==> config.mk <==
export PLATFORM = sky130hd
export DESIGN_NAME = serial_shift_sched
export DESIGN_NICKNAME = d
export VERILOG_FILES = /design/src/rtl/serial_shift_sched.sv
export SDC_FILE = /design/constraint.sdc
export NUM_CORES = 1
export LEC_CHECK = 0
export ABC_CLOCK_PERIOD_IN_PS = 2340
export CAP_MARGIN = 20
export CORE_MARGIN = 5
export CORE_UTILIZATION = 45
export CTS_BUF_LIST = sky130_fd_sc_hd__clkbuf_4 sky130_fd_sc_hd__clkbuf_8
export DETAILED_ROUTE_END_ITERATION = 10
export MAX_ROUTING_LAYER = met4
export PLACE_DENSITY = 0.77
export SYNTH_ARGS = -nofsm -noshare
export SYNTH_HDL_FRONTEND = slang
export SYNTH_SLANG_ARGS = --single-unit
==> constraint.sdc <==
create_clock -name clk -period 2.34 [get_ports clk]
set_clock_uncertainty 0.05 [all_clocks]
set_input_delay 0.351 -clock clk [delete_from_list [all_inputs] [get_ports clk]]
set_output_delay 0.351 -clock clk [all_outputs]
set_load 0.01 [all_outputs]
==> src/rtl/serial_shift_sched.sv <==
// Round-robin scheduler sharing one serial shift-and-count datapath between two
// word requesters: grants a word, shifts it LSB-first, tallies ones, pulses done.
module serial_shift_sched #(
  parameter int WIDTH = 16,
  parameter int CNT_W = 5
) (
  input  logic             clk,
  input  logic             reset,
  input  logic             req0_valid,
  input  logic [WIDTH-1:0] req0_data,
  output logic             req0_ready,
  input  logic             req1_valid,
  input  logic [WIDTH-1:0] req1_data,
  output logic             req1_ready,
  output logic             ser_en,
  output logic             ser_bit,
  output logic             ser_first,
  output logic             ser_last,
  output logic             busy,
  output logic             done,
  output logic             done_id,
  output logic [CNT_W-1:0] ones_count
);

  typedef enum logic [1:0] {
    ST_IDLE  = 2'd0,
    ST_SHIFT = 2'd1,
    ST_DONE  = 2'd2
  } state_t;

  localparam logic [CNT_W-1:0] LAST_IDX = CNT_W'(WIDTH - 1);

  state_t           r_state;
  logic [WIDTH-1:0] r_shreg;
  logic [CNT_W-1:0] r_idx;
  logic [CNT_W-1:0] r_acc;
  logic [CNT_W-1:0] r_ones;
  logic             r_cur_id;
  logic             r_done_id;
  logic             r_last_grant;

  logic             w_idle;
  logic             w_shift;
  logic             w_grant0;
  logic             w_grant1;
  logic             w_accept;
  logic [WIDTH-1:0] w_load_data;
  logic             w_bit_last;
  logic [CNT_W-1:0] w_acc_next;
  logic [CNT_W-1:0] w_idx_next;

  // The ones tally never wraps because 2**CNT_W > WIDTH.
  function automatic logic [CNT_W-1:0] tally_add(input logic [CNT_W-1:0] acc,
                                                 input logic bit_in);
    return acc + {{(CNT_W-1){1'b0}}, bit_in};
  endfunction

  // Arbitration: a lone requester wins; on a tie the one not granted last wins.
  assign w_idle      = (r_state == ST_IDLE);
  assign w_shift     = (r_state == ST_SHIFT);
  assign w_grant0    = w_idle & req0_valid & (~req1_valid | r_last_grant);
  assign w_grant1    = w_idle & req1_valid & (~req0_valid | ~r_last_grant);
  assign w_accept    = w_grant0 | w_grant1;
  assign w_load_data = w_grant1 ? req1_data : req0_data;

  assign w_bit_last  = (r_idx == LAST_IDX);
  assign w_acc_next  = tally_add(r_acc, r_shreg[0]);
  assign w_idx_next  = r_idx + CNT_W'(1);

  always_ff @(posedge clk or posedge reset) begin
    if (reset) begin
      r_state      <= ST_IDLE;
      r_shreg      <= '0;
      r_idx        <= '0;
      r_acc        <= '0;
      r_ones       <= '0;
      r_cur_id     <= 1'b0;
      r_done_id    <= 1'b0;
      r_last_grant <= 1'b1;
    end else begin
      case (r_state)
        ST_IDLE: begin
          if (w_accept) begin
            r_shreg      <= w_load_data;
            r_idx        <= '0;
            r_acc        <= '0;
            r_cur_id     <= w_grant1;
            r_last_grant <= w_grant1;
            r_state      <= ST_SHIFT;
          end
        end
        ST_SHIFT: begin
          r_acc   <= w_acc_next;
          r_shreg <= r_shreg >> 1;
          r_idx   <= w_idx_next;
          if (w_bit_last) begin
            r_ones    <= w_acc_next;
            r_done_id <= r_cur_id;
            r_state   <= ST_DONE;
          end
        end
        ST_DONE: begin
          r_state <= ST_IDLE;
        end
        default: begin
          r_state <= ST_IDLE;
        end
      endcase
    end
  end

  assign req0_ready = w_grant0;
  assign req1_ready = w_grant1;
  assign ser_en     = w_shift;
  assign ser_bit    = w_shift & r_shreg[0];
  assign ser_first  = w_shift & (r_idx == '0);
  assign ser_last   = w_shift & w_bit_last;
  assign busy       = w_shift | (r_state == ST_DONE);
  assign done       = (r_state == ST_DONE);
  assign done_id    = r_done_id;
  assign ones_count = r_ones;

endmodule

==> impl_metrics.toml <==
[sta]
worst-slew-pin-transition_ns = 0.659
setup_viol = 0
rsz0062_at_grt = "no"
finalSetupTns_ns = 0
timing.slew.headroom_pct = 55.9
finalCriticalPeriod_ns = 2.20
clock.fmax_mhz = 455
drv_slew = 0
min_period_over_period_pct = 94.0
hold_viol = 0
setup_ws_ns = 0.141

[pwr]
vdd.ir_drop.worst_uv = 415
p_leak_nw = 1.21
power.density_nw_per_um2 = 994

[critical_path]
crit-reg2reg-launch = "r_state[0]"
cp_max_fo = 6
r2r_cells = 7
rr_endpoint = "r_idx[3]"
r2r_slack_ns = 0.32
start_kind = "flop"
required_ns = 1.94
critical_path_arrival_ns = 1.80
endpoint_kind = "output port"
path_class = "flop to output port"

[cts]
clock_latency_ns = 0.29
cts_root_buffer = "clkbuf_8"
cts_made_buffers = 5
clock_sinks = 36
cts_tree = "yes"
path_clk_slew_ns = 0.07
h-tree-depth = 2
clockBufferDepth = 2

[cells_and_area]
utilization_pct = 62.5
nNetsFinal = 278
drive_above_1_share_pct = 12.0
area_growth_pct = 34.5
final_cell_count_no_fill = 283
diodes = 0

[global_routing]
met1_usage_pct = 18.8
grtUsageMet3_pct = 5.81
grt.busiest_layer = "met2"
track_usage_pct = 15.0
use_met2_pct = 22.2
grt_max_degree = 37
grt_overflow = 0
antenna_found_initial = 0
grt_pass1_wl_um = 6050
grt_pass1_vias = 1319

[logic_synthesis]
yosysTopAreaCell = "dfrtp_1"
synth_top_area_share_pct = 46.8
synthMostInstantiatedCell = "dfrtp_1"
synth_ff_type = "dfrtp_1"
yosysWarnings = 0
syn_inst = 174
synth-seq-cells = 36
async_flop_share_pct = 100
synthTopCellsByArea = "dfrtp_1 47%, mux2i_1 9.1%, o21ai_0 6.4%, a22oi_1 6.0%, ha_1 6.0%"
syn-cell-area_um2 = 1870
synth_edf_count = 0
synthDistinctLibCells = 31
syn_avg_cell_area_um2 = 10.8
synthesis.nets = 219
ys_seq_area_share_pct = 48.2
synth_common_cells = "35 x dfrtp_1, 24 x o21ai_0, 17 x mux2i_1, 15 x a22oi_1, 13 x nand2_1"

[route]
ant_nets = 0
viasPerCell = 5.18
dr.first_iter.drc_count = 75
routedWlPerCell_um = 13.1
firstDrtPassIters = 4
drc_errors = 0
routed_wl_um = 3690
via_count = 1467

[floorplan]
dieArea_um2 = 5550
fp.dieH_um = 74.5
placementRows = 23
num_io_pins = 50
start_util_pct = 46.5
coreArea_um2 = 4030
die_w_um = 74.5

[flow_run]
max-cap-violations = 0

[placement]
hpwlAfterDp_um = 2770
dp.cells = 275
pre_cts_ws_ns = 0.196
gp_congestion = 0.860
portBuffers = 49

[min_path]
hold_class = "primary input to async pin"

[run_status]
status = "finished, final reports clean"
==> flip-flops by register name (all words and copies together) (netlist names) <==
register	flops
done_id	1
ones_count	5
r_acc	5
r_state	2
r_shreg	16
r_idx	5
r_cur_id	1
r_last_grant	1
==> final cells by class <==
cell class,instances,area [um^2]
Inverter,10,37.5
Sequential cell,36,902
Tap cell,50,62.6
Clock inverter,1,5.00
Clock buffer,6,76.3
Fill cell,350,1510
Multi-Input combinational cell,120,858
Timing Repair Buffer,60,577
==> cell usage in the layout (no fill, tap or decap), types with 2 or more instances in the layout <==
cell type,Yosys,final
xor2_1,2,2
mux2_2,4,4
dlygate4sd2_1,0,2
a21oi_1,6,6
nand2_1,13,13
ha_1,9,7
clkdlybuf4s50_1,0,46
dfrtp_1,35,35
a22o_1,2,2
clkbuf_8,0,5
buf_4,1,10
mux2i_1,17,17
nor2_1,7,7
a22oi_1,15,15
ha_2,0,2
or3_1,2,2
a31oi_1,3,3
nand3_1,4,4
inv_1,10,10
o21ai_0,24,24
==> worst max-delay path: stages (launching register included) <==
cell	delay [ns]
dfrtp_1	0.40
inv_1	0.11
ha_2	0.27
and4_1	0.20
clkdlybuf4s50_1	0.53
==> worst max path at each step <==
| stage | startpoint | to | depth (start not counted) |
|---|---|---|---|
| 3_5_place_dp | req0_valid | req0_ready | 4 |
| 2_1_floorplan | r_state[0] | r_state[0] | 6 |
| 5_1_grt | r_state[1] | ser_first | 4 |
| 6_report | r_state[1] | ser_first | 4 |
| 4_1_cts | r_idx[0] | ser_last | 6 |
| 3_3_place_gp | req0_valid | r_acc[2] | 5 |
==> routing by layer <==
layer	share of wire, %	vias up	routed length (um)
met3	8.6	6	317
li1	-	745	-
met1	44	670	1620
met4	1.4	0	53
met2	46	46	1700
met5	0	-	0
==> kinds of logic after synthesis <==
group | share of synthesized area (%)
adders and majority gates | 6.01
xor gates and xnor gates | 1.40
AOI/OAI and AO/OA | 18.2
DFF | 48.2
buffers and inverters | 6.28
muxes | 11.5
and+or+nand+nor | 8.42
==> power breakdown <==
| part | internal, mW | switching (mW) |
|---|---|---|
| clock | 0.214 | 0.210 |
| combinational | 0.538 | 0.558 |
| sequential | 0.839 | 0.146 |
==> repair_timing <==
action | 4_1_cts | 5_1_grt
gates resized for setup | 3 | 2
setup buffers | 0 | 1
pin swaps | 0 | 0
hold buffers | 0 | 0
endpoints found under the setup margin | 2 | 3
==> stage by stage <==
stage	instance area [um^2]	hold slack, ns	power (mW)
6_report	2520	0.403	2.50
5_1_grt	2520	0.447	2.71
4_1_cts	2510	0.419	2.52
3_5_place_dp	2420	0.421	2.09
3_3_place_gp	2410	0.411	2.04
2_1_floorplan	1870	0.374	1.77
Note: power is estimated with default switching activity, not from simulation.
